--- config.mk ---
export PLATFORM = sky130hd
export DESIGN_NAME = instr_sequencer
export DESIGN_NICKNAME = d
export VERILOG_FILES = /design/src/rtl/Opcodes_pkg.sv /design/src/rtl/instr_sequencer.sv
export SDC_FILE = /design/constraint.sdc
export NUM_CORES = 1
export LEC_CHECK = 0
export ABC_AREA = 1
export BUFFER_PORTS_ARGS = -buffer_cell sky130_fd_sc_hd__buf_2
export CORE_ASPECT_RATIO = 1.5
export CORE_MARGIN = 4
export CORE_UTILIZATION = 45
export DETAILED_ROUTE_END_ITERATION = 12
export PLACE_DENSITY = 0.7
export SKIP_CTS_REPAIR_TIMING = 1
export SLEW_MARGIN = 20
export SYNTH_ARGS = -nofsm -noshare
export SYNTH_HDL_FRONTEND = slang
export SYNTH_SLANG_ARGS = --single-unit
--- constraint.sdc ---
create_clock -name clk -period 4.53 [get_ports clk]
set_input_delay 0 -clock clk [delete_from_list [all_inputs] [get_ports clk]]
set_output_delay 0 -clock clk [all_outputs]
set_load 0.05 [all_outputs]
--- src/rtl/Opcodes_pkg.sv ---
// Opcodes_pkg
// Shared types for the instruction sequencer:
//   instruction_t     - decoded instruction flags consumed by the sequencer
//   sequencer_state_t - the six sequencer states, exported on the 'state' port
package Opcodes_pkg;

    // Only the decoded properties the sequencer needs to steer its states.
    typedef struct packed {
        logic is_load;   // instruction reads data memory
        logic is_store;  // instruction writes data memory
        logic has_rd;    // instruction writes a destination register
        logic is_mret;   // return from interrupt handler
    } instruction_t;

    typedef enum logic [2:0] {
        FETCH     = 3'd0,
        DECODE    = 3'd1,
        EXECUTE   = 3'd2,
        LOAD      = 3'd3,
        STORE     = 3'd4,
        WRITEBACK = 3'd5
    } sequencer_state_t;

endpackage

--- src/rtl/instr_sequencer.sv ---
// instr_sequencer
// Multi-cycle control sequencer: walks each instruction through
// FETCH -> DECODE -> EXECUTE -> [LOAD | STORE] -> WRITEBACK, issues the
// memory handshake, per-stage capture strobes, interrupt entry and the
// retired-instruction counter.
// Ports:
//   clk, reset            - clock; synchronous active-high reset
//   instr                 - decoded instruction, held from DECODE to WRITEBACK
//   mem_ready             - memory accepts/completes the pending access
//   irq                   - level-sensitive interrupt request
//   mem_valid             - memory access request
//   mem_is_fetch          - 1 = instruction fetch, 0 = data access
//   state                 - current sequencer state
//   fetch_en .. pc_en     - single-cycle stage capture strobes
//   irq_accept, in_irq    - interrupt taken pulse, interrupt-mode flag
//   instret               - retired instruction count (wraps)
module instr_sequencer
    import Opcodes_pkg::*;
#(
    parameter bit IRQ_ENABLE = 1'b1
) (
    input  logic             clk,
    input  logic             reset,
    input  instruction_t     instr,
    input  logic             mem_ready,
    input  logic             irq,
    output logic             mem_valid,
    output logic             mem_is_fetch,
    output sequencer_state_t state,
    output logic             fetch_en,
    output logic             decode_en,
    output logic             execute_en,
    output logic             load_en,
    output logic             writeback_en,
    output logic             pc_en,
    output logic             irq_accept,
    output logic             in_irq,
    output logic [31:0]      instret
);

    sequencer_state_t state_q, state_d;
    logic             in_irq_q, in_irq_d;
    logic [31:0]      instret_q, instret_d;
    logic             irq_take;

    always_ff @(posedge clk) begin
        if (reset) begin
            state_q   <= FETCH;
            in_irq_q  <= 1'b0;
            instret_q <= '0;
        end else begin
            state_q   <= state_d;
            in_irq_q  <= in_irq_d;
            instret_q <= instret_d;
        end
    end

    // An mret in WRITEBACK blocks acceptance so the handler exit completes
    // before a still-pending request re-enters at the next instruction.
    assign irq_take = IRQ_ENABLE && irq && !in_irq_q && !instr.is_mret;

    always_comb begin
        state_d      = state_q;
        in_irq_d     = in_irq_q;
        instret_d    = instret_q;
        mem_valid    = 1'b0;
        mem_is_fetch = 1'b0;
        fetch_en     = 1'b0;
        decode_en    = 1'b0;
        execute_en   = 1'b0;
        load_en      = 1'b0;
        writeback_en = 1'b0;
        pc_en        = 1'b0;
        irq_accept   = 1'b0;

        case (state_q)
            FETCH: begin
                mem_valid    = 1'b1;
                mem_is_fetch = 1'b1;
                if (mem_ready) begin
                    fetch_en = 1'b1;
                    state_d  = DECODE;
                end
            end
            DECODE: begin
                decode_en = 1'b1;
                state_d   = EXECUTE;
            end
            EXECUTE: begin
                execute_en = 1'b1;
                if (instr.is_load)       state_d = LOAD;
                else if (instr.is_store) state_d = STORE;
                else                     state_d = WRITEBACK;
            end
            LOAD: begin
                mem_valid = 1'b1;
                if (mem_ready) begin
                    load_en = 1'b1;
                    state_d = WRITEBACK;
                end
            end
            STORE: begin
                mem_valid = 1'b1;
                if (mem_ready) state_d = WRITEBACK;
            end
            WRITEBACK: begin
                pc_en        = 1'b1;
                writeback_en = instr.has_rd;
                instret_d    = instret_q + 32'd1;
                irq_accept   = irq_take;
                if (irq_take)           in_irq_d = 1'b1;
                else if (instr.is_mret) in_irq_d = 1'b0;
                state_d = FETCH;
            end
            default: state_d = FETCH;
        endcase

        // Reset abandons any in-flight access and silences every strobe.
        if (reset) begin
            mem_valid    = 1'b0;
            fetch_en     = 1'b0;
            decode_en    = 1'b0;
            execute_en   = 1'b0;
            load_en      = 1'b0;
            writeback_en = 1'b0;
            pc_en        = 1'b0;
            irq_accept   = 1'b0;
        end
    end

    assign state   = state_q;
    assign in_irq  = in_irq_q;
    assign instret = instret_q;

endmodule

==> flow_metrics.py, run 1 <==
metrics = {
    "yosys": {
        "yosysMostFrequentCell": "nand2_1",
        "synth_cell_types": 26,
        "netlist.area_leader.share": 0.366,
        "synthesis.area_um2": 1970,
        "synth-seq-cells": 36,
        "ys_top_cells_by_area": "dfxtp_1, nand2_1, nor2_1, a21oi_1, nand3_1",
        "synth_commonest_cells": "nand2_1, nor2_1, dfxtp_1, inv_1, a21oi_1",
        "syn-num-nets": 301,
        "synth_edf_count": 0,
        "yosys.area.top_type": "dfxtp_1",
        "ys_warn_count": 0,
        "synth_seq_area_share": 0.366,
        "syn_inst": 292,
        "synth-async-reset-ratio": 0,
        "avgSynthCellArea_um2": 6.74,
        "synth_flop_cell": "dfxtp_1",
    },
    "detailed_routing": {
        "vias": 2075,
        "drt_first_pass_iters": 4,
        "first_iter_violations": 105,
        "route.detailed.drc": 0,
        "drt.antenna.violating_nets": 0,
        "wl_per_cell_um": 12.6,
        "vias_per_cell": 5.25,
        "routed_wl_um": 4960,
    },
    "sta": {
        "fmax_ghz": 0.566,
        "finalHoldViolCount": 1,
        "finalSetupTns_ns": 0,
        "relSlewSlack": 0.506,
        "fin_crit_ns": 1.77,
        "rsz0062_at_grt": "no",
        "skew_ns": 0.00536,
        "drv_slew": 0,
        "fin_crit_sh": 0.390,
        "setup_viol": 0,
        "worstMarginPinSlew_ns": 0.739,
        "hold_ws_ns": -0.00321,
    },
    "floorplanning": {
        "rows": 29,
        "die_y_um": 89.0,
        "die_area_um2": 5520,
        "fp.coreArea_um2": 4250,
        "start_util": 0.464,
        "die_x_um": 62.0,
        "ios": 53,
    },
    "layout": {
        "nets": 357,
        "antenna_cells": 0,
        "syn2layout_area_growth_pct": 20.6,
        "finish.instance_area_um2": 2370,
        "drive_gt1_frac": 0.218,
    },
    "place": {
        "gp_congestion": 0.832,
        "io_buffers": 52,
        "hpwl_um": 3770,
        "post_dp_cell_area_um2": 2270,
    },
    "global_route": {
        "grt_use_total": 0.201,
        "grt_overflow": 0,
        "grt_max_degree": 26,
        "grt_pass1_vias": 1934,
        "antenna_found_initial": 0,
        "grt_pass1_wl_um": 8340,
    },
    "pwr": {
        "power_leakage_nw": 1.12,
        "powerDensity_nw_per_um2": 317,
        "max-vdd-ir-drop_mv": 0.334,
    },
    "clock_tree": {
        "clock_path_buffers": 2,
        "h-tree-depth": 2,
        "clkTransAtPathRegs_ns": 0.07,
        "worstSkewPairLatency_ns": 0.29,
        "clock_sinks": 36,
        "cts_tree": "done",
        "clock_tree.root_cell": "clkbuf_8",
        "numCtsBuffers": 5,
    },
    "outcome": {
        "violations": "negative hold slack",
        "status": "finished, violations left",
    },
    "setup_path": {
        "r2r_start": "instret[1]$_SDFFE_PP0N_",
        "reg2regPathDepth": 8,
        "rrSetupSlack_ns": 2.94,
        "criticalPathCategory": "reg -> out",
        "cp-start-kind": "flop",
        "cp.required_ns": 4.53,
        "critical_path.max_fanout": 8,
        "arrival_ns": 1.77,
        "end_kind": "primary output",
        "r2r-end": "instret[26]$_SDFFE_PP0N_",
    },
    "min_path": {
        "hold_class": "in -> reg",
        "hold_path_depth": 3,
        "hold_start": "irq",
        "holdPathEnd": "in_irq$_SDFFE_PP0P_",
    },
    "flow_run": {
        "drv_cap": 0,
    },
}
==> registers in the layout, indices dropped and copies added (netlist names) <==
| register | cells |
|---|---|
| instret | 32 |
| state | 3 |
| in_irq | 1 |
==> worst max-delay path by stage <==
stage | from | endpoint | cells past startpoint
final | state[0]$_SDFFE_PP0P_ | irq_accept | 5
after global routing | state[2]$_SDFFE_PP0P_ | irq_accept | 5
after CTS | state[2]$_SDFFE_PP0P_ | irq_accept | 5
after detailed placement | instret[1]$_SDFFE_PP0N_ | instret[26]$_SDFFE_PP0N_ | 8
after global placement | instret[0]$_SDFFE_PP0N_ | instret[26]$_SDFFE_PP0N_ | 8
after floorplan | state[0]$_SDFFE_PP0P_ | irq_accept | 4
==> routing by layer <==
layer  track usage  vias to the layer above  share of wire  wire length, um
met5             0                        -              0                0
met4         0.100                        0          0.034              170
met3        0.0535                       14          0.053              262
met2         0.345                       46           0.50             2500
met1         0.219                      952           0.41             2030
li1              -                     1063              -                -
==> final cells by class <==
type / count / area, um^2
fillers: 439 / 1870
multi-input cells: 221 / 1120
flip-flops and latches: 36 / 721
repair buffers: 53 / 270
inverters: 31 / 116
clock buffers: 6 / 82.6
well taps: 46 / 57.6
clock inverters: 2 / 10.0
==> layout by cell type, fill, tap and decap left out <==
cell type | Yosys | routed
nor3b_1 | 2 | 2
and3_1 | 1 | 1
nor2_1 | 51 | 51
inv_2 | 2 | 2
nor4_1 | 4 | 4
nand3b_1 | 2 | 2
inv_1 | 29 | 29
dfxtp_1 | 36 | 36
ha_1 | 1 | 1
nand3_1 | 23 | 23
a221oi_1 | 1 | 1
clkinv_2 | 0 | 2
o21bai_1 | 1 | 1
nand2_1 | 70 | 70
nor2_2 | 5 | 5
nand4_1 | 5 | 5
clkbuf_8 | 0 | 6
o21a_1 | 1 | 1
o21ai_1 | 1 | 1
nor3_1 | 6 | 6
xor2_1 | 2 | 2
o21ai_0 | 10 | 10
nor2_4 | 2 | 2
a21oi_1 | 26 | 26
dlygate4sd3_1 | 0 | 1
nand3_4 | 3 | 3
nor2_8 | 4 | 4
buf_2 | 0 | 52
==> through the flow <==
stage	util	setup WS [ns]	hold slack (ns)	std cells	total power [W]
floorplan	-	1.83	0.116	292	0.000489
global placement	0.535	2.97	0.219	386	0.000526
detailed placement	0.535	2.93	0.222	386	0.000526
CTS	0.557	2.73	-0.0939	394	0.000766
global route	0.559	2.61	0.00365	395	0.000790
finish	0.559	2.76	-0.00321	395	0.000753
==> report_power, final <==
part           internal, W  total [W]  switching [W]
Clock             0.000121   0.000235       0.000114
Combinational    0.0000404   0.000178       0.000137
Sequential        0.000325   0.000341      0.0000154
==> critical path, stage by stage, from the launching register on <==
cell and delay, ns:
dfxtp_1 0.49, nand3_4 0.23, inv_2 0.19, nand2_1 0.09
nor4_1 0.17, buf_2 0.31
==> kinds of logic after synthesis <==
logic type      after synthesis  synth area share
xor+xnor                      2           0.00890
buf+inv                      35            0.0667
simple gates                178             0.446
flops                        36             0.366
compound gates               40             0.106
fa+ha+maj                     1           0.00635
No activity file was read; power rests on OpenSTA's default activity.
==> run 2, diff against run 1 <==
==> constraint.sdc (replaced) <==
create_clock -name clk -period 1.84 [get_ports clk]
set_input_delay 0 -clock clk [delete_from_list [all_inputs] [get_ports clk]]
set_output_delay 0 -clock clk [all_outputs]
set_load 0.05 [all_outputs]
==> run 2 against run 1 <==
  * The run now ends clean
  * Clock skew is 0.00063 ns lower
  * Hold slack better by 0.025 ns
  * Sequential share of layout area down 0.86 points
  * Design area increased by 3.6%
  * Flip-flop and latch count unchanged
  * Critical path type unchanged
  * Critical endpoint unchanged
  * Largest cell class unchanged
==> flow_metrics.py, run 2 (synthesis results as in run 1) <==
metrics = {
    "outcome": {
        "status": "finished clean",
    },
    "sta": {
        "finalHoldViolCount": 0,
        "rsz0062_at_grt": "no",
        "hold_ws_ns": 0.0223,
        "postLayoutSetupSlackWorst_ns": 0.178,
        "fin_crit_sh": 0.903,
        "relSlewSlack": 0.578,
        "skew_ns": 0.00473,
        "setup_viol": 0,
        "worstMarginPinSlew_ns": 0.632,
        "fmax_ghz": 0.602,
        "drv_slew": 0,
        "fin_crit_ns": 1.66,
    },
    "global_route": {
        "grt_overflow": 0,
        "grt_use_total": 0.205,
        "antenna_found_initial": 0,
        "grt_pass1_vias": 1956,
        "grt_max_degree": 21,
        "grt_pass1_wl_um": 8480,
    },
    "layout": {
        "nets": 360,
        "stdcell_count": 398,
        "final_common_cell": "nand2_1",
        "final_cell_mix": "nand2_1, buf_2, nor2_1, dfxtp_1, inv_1",
        "drive_gt1_frac": 0.250,
        "antenna_cells": 0,
        "fillers": 436,
        "syn2layout_area_growth_pct": 25.0,
        "final-seq-area_um2": 726,
        "multi_input_area_um2": 1140,
        "largest_reg_flops": 32,
    },
    "clock_tree": {
        "clock_path_buffers": 2,
        "cts_tree": "done",
        "clock_tree.root_cell": "clkbuf_8",
        "clkTransAtPathRegs_ns": 0.07,
        "h-tree-depth": 2,
        "worstSkewPairLatency_ns": 0.29,
        "numCtsBuffers": 5,
        "clock_sinks": 36,
    },
    "detailed_routing": {
        "wl_per_cell_um": 12.6,
        "vias": 2064,
        "vias_per_cell": 5.19,
        "route.detailed.drc": 0,
        "first_iter_violations": 148,
        "drt.antenna.violating_nets": 0,
        "routed_wl_um": 5000,
        "drt_first_pass_iters": 6,
    },
    "min_path": {
        "hold_path_depth": 3,
        "hold_start": "irq",
        "holdPathEnd": "in_irq$_SDFFE_PP0P_",
        "hold_class": "in -> reg",
    },
    "pwr": {
        "max-vdd-ir-drop_mv": 0.877,
        "total_power_w": 0.00207,
        "powerDensity_nw_per_um2": 843,
        "power_leakage_nw": 1.15,
    },
    "setup_path": {
        "criticalPathCategory": "reg -> out",
        "critical_path.max_fanout": 8,
        "arrival_ns": 1.66,
        "cp.required_ns": 1.84,
        "cpMaxStageDelayCell": "dfxtp_1",
        "cp_slowest_stage_delay_ns": 0.34,
        "reg2regPathDepth": 8,
        "end_kind": "primary output",
        "path_buf_inv": 3,
        "rrSetupSlack_ns": 0.25,
        "r2r-end": "instret[26]$_SDFFE_PP0N_",
        "crit_chain": "inv_1 > nand3_4 > inv_2 > nand2_1 > nor4_2 > clkbuf_4",
        "cp_top_family": "buffers and inverters",
        "r2r_start": "instret[1]$_SDFFE_PP0N_",
        "cp-start-kind": "flop",
    },
    "floorplanning": {
        "die_area_um2": 5520,
        "start_util": 0.464,
        "die_y_um": 89.0,
        "ios": 53,
        "fp.coreArea_um2": 4250,
        "die_x_um": 62.0,
        "rows": 29,
    },
    "place": {
        "io_buffers": 52,
        "dp_slack_ns": 0.251,
        "place_inst": 389,
        "hpwl_um": 3870,
        "gp_congestion": 0.843,
    },
    "flow_run": {
        "drv_cap": 0,
    },
}
run 2: cell types whose count changed in the layout (fill, tap and decap cells not counted), sizes merged:
cell | previous run | this run
clkinv | 2 | 0
buf | 52 | 54
clkbuf | 6 | 8
bufinv | 0 | 1
run 2: layout make-up:
class	count	share of cell area
tap	46	0.0234
timing repair buffer	56	0.120
clock buffer	7	0.0391
inverter	31	0.0473
clock inverter	1	0.0122
multi-input combinational	221	0.463
sequential	36	0.295
run 2: worst max-delay path by stage:
stage / from / endpoint / cells after the start
floorplan: state[1]$_SDFFE_PP0P_ / execute_en / 2
global placement: instret[1]$_SDFFE_PP0N_ / instret[26]$_SDFFE_PP0N_ / 8
detailed placement: instret[1]$_SDFFE_PP0N_ / instret[26]$_SDFFE_PP0N_ / 8
CTS: state[2]$_SDFFE_PP0P_ / irq_accept / 5
global route: state[1]$_SDFFE_PP0P_ / irq_accept / 6
finish: state[1]$_SDFFE_PP0P_ / irq_accept / 6
run 2: layer usage:
layer / vias to the layer above / global-route usage / share of wire
li1: 1074 / - / -
met5: - / 0 / 0
met1: 937 / 0.230 / 0.41
met3: 5 / 0.0592 / 0.054
met2: 48 / 0.364 / 0.53
met4: 0 / 0.0579 / 0.010
run 2: worst reg2reg max path, cell delays in order, from the launching register on:
cell and delay, ns:
dfxtp_2 0.37, ha_1 0.17, nand3_1 0.21, nor2_8 0.24
nand3_4 0.16, nor2_8 0.15, nand3_1 0.08, nand2_1 0.06
nor2_1 0.04
run 2: power by group:
part / total (W) / leakage, nW / switching (W) / internal (W)
clock network: 0.000779 / 0.0645 / 0.000300 / 0.000478
logic: 0.000456 / 0.793 / 0.000351 / 0.000105
registers: 0.000840 / 0.292 / 0.0000359 / 0.000804
run 2: stage by stage:
stage | util | area, um^2 | TNS, ns
3_5_place_dp | 0.546 | 2320 | 0
2_1_floorplan | - | 1990 | -1.37
3_3_place_gp | 0.546 | 2320 | 0
6_report | 0.580 | 2460 | 0
4_1_cts | 0.576 | 2450 | 0
5_1_grt | 0.580 | 2460 | 0
==> run 3, diff against run 2 <==
--- a/config.mk
+++ b/config.mk
@@ -9,9 +9,9 @@
 export BUFFER_PORTS_ARGS = -buffer_cell sky130_fd_sc_hd__buf_2
 export CORE_ASPECT_RATIO = 1.5
 export CORE_MARGIN = 4
-export CORE_UTILIZATION = 45
+export CORE_UTILIZATION = 52
 export DETAILED_ROUTE_END_ITERATION = 12
-export PLACE_DENSITY = 0.7
+export PLACE_DENSITY = 0.79
 export SKIP_CTS_REPAIR_TIMING = 1
 export SLEW_MARGIN = 20
 export SYNTH_ARGS = -nofsm -noshare
==> run 3 against run 2 <==
  * First-iteration DRC count shrank 33%
  * Die area shrank 12%
  * Sequential share of layout area grew 0.67 points
  * Setup slack lost 0.035 ns
  * Power shrank 10%
  * Largest power group unchanged
==> flow_metrics.py, run 3 (synthesis results as in run 1) <==
metrics = {
    "outcome": {
        "status": "finished clean",
    },
    "place": {
        "dp_slack_ns": 0.227,
        "gp_congestion": 0.884,
        "hpwl_um": 3830,
        "io_buffers": 52,
        "post_dp_cell_area_um2": 2300,
        "place_inst": 384,
    },
    "floorplanning": {
        "die_x_um": 58.2,
        "fp.coreArea_um2": 3650,
        "start_util": 0.540,
        "ios": 53,
        "die_y_um": 83.4,
        "die_area_um2": 4860,
        "rows": 27,
    },
    "setup_path": {
        "rrSetupSlack_ns": 0.23,
        "r2r-end": "instret[26]$_SDFFE_PP0N_",
        "cp-start-kind": "flop",
        "cp.required_ns": 1.84,
        "criticalPathCategory": "reg -> out",
        "reg2regPathDepth": 8,
        "crit_start": "state[0]$_SDFFE_PP0P_",
        "arrival_ns": 1.70,
        "r2r_start": "instret[1]$_SDFFE_PP0N_",
        "end_kind": "primary output",
        "setup.worst_path.end": "irq_accept",
        "critical_path.max_fanout": 8,
    },
    "sta": {
        "skew_ns": 0.00210,
        "fin_crit_sh": 0.922,
        "hold_ws_ns": 0.0244,
        "fmax_ghz": 0.590,
        "relSlewSlack": 0.492,
        "postLayoutSetupSlackWorst_ns": 0.144,
        "setup_viol": 0,
        "fin_crit_ns": 1.70,
        "worstMarginPinSlew_ns": 0.761,
        "drv_slew": 0,
        "finalHoldViolCount": 0,
    },
    "detailed_routing": {
        "vias_per_cell": 5.26,
        "first_iter_violations": 99,
        "vias": 2068,
        "drt.antenna.violating_nets": 0,
        "routed_wl_um": 4970,
        "wl_per_cell_um": 12.7,
        "route.detailed.drc": 0,
        "drt_first_pass_iters": 4,
    },
    "flow_run": {
        "drv_cap": 0,
    },
    "layout": {
        "largest_reg_flops": 32,
        "finish.instance_area_um2": 2400,
        "antenna_cells": 0,
        "drive_gt1_frac": 0.237,
        "final_common_cell": "nand2_1",
        "nets": 358,
        "stdcell_count": 393,
        "syn2layout_area_growth_pct": 22.0,
        "final_cell_mix": "nand2_1, buf_2, nor2_1, dfxtp_1, inv_1",
    },
    "clock_tree": {
        "h-tree-depth": 2,
        "worstSkewPairLatency_ns": 0.28,
        "clock_sinks": 36,
        "clock_tree.root_cell": "clkbuf_8",
        "clkTransAtPathRegs_ns": 0.07,
        "clock_path_buffers": 2,
        "numCtsBuffers": 5,
        "cts_tree": "done",
    },
    "global_route": {
        "grt_overflow": 0,
        "antenna_found_initial": 0,
        "grt_max_degree": 26,
        "grt_pass1_wl_um": 8510,
        "grt_pass1_vias": 1957,
        "grt_use_total": 0.220,
    },
    "pwr": {
        "max-vdd-ir-drop_mv": 1.16,
        "powerDensity_nw_per_um2": 776,
        "power_leakage_nw": 1.12,
    },
    "min_path": {
        "hold_class": "in -> reg",
    },
}
run 3: changes by cell type in the layout (fill, tap and decap cells not counted), sizes merged:
cell    change
buf         -1
bufinv      -1
run 3: routing by layer:
layer  vias to the layer above  track usage  wire length [um]
li1                       1064            -                 -
met1                       945        0.250              2000
met2                        49        0.382              2610
met3                        10       0.0451               244
met4                         0       0.0970               119
met5                         -            0                 0
run 3: power breakdown:
group	internal (W)	switching (W)
clock	0.000305	0.000270
combinational	0.000104	0.000346
sequential	0.000802	0.0000364
total	0.00121	0.000652
run 3: final cells by class:
class	instances	area, um^2
Tap cell	43	53.8
Clock buffer	8	90.1
Sequential cell	36	724
Fill cell	368	1250
Inverter	31	116
Timing Repair Buffer	54	278
Multi-Input combinational cell	221	1140
run 3: worst min path at each step:
stage          cells past startpoint                  end     start  slack (ns)
6_report                           3  in_irq$_SDFFE_PP0P_       irq        0.02
2_1_floorplan                      1           irq_accept  instr[0]        0.11
4_1_cts                            2  in_irq$_SDFFE_PP0P_  instr[0]       -0.07
3_5_place_dp                       2  in_irq$_SDFFE_PP0P_  instr[0]        0.24
5_1_grt                            3  in_irq$_SDFFE_PP0P_       irq        0.04
3_3_place_gp                       2  in_irq$_SDFFE_PP0P_  instr[0]        0.23
run 3: metrics by stage:
step	TNS, ns	utilization	power [W]
6_report	0	0.658	0.00186
5_1_grt	-0.00386	0.658	0.00195
4_1_cts	0	0.655	0.00188
3_5_place_dp	0	0.631	0.00131
3_3_place_gp	0	0.631	0.00131
2_1_floorplan	-1.37	-	0.00121
run 3: critical path, stage by stage, from the launching register on:
cell     delay, ns
dfxtp_1       0.47
nand3_4       0.21
inv_2         0.20
nand2_1       0.10
nor4_2        0.13
buf_2         0.30
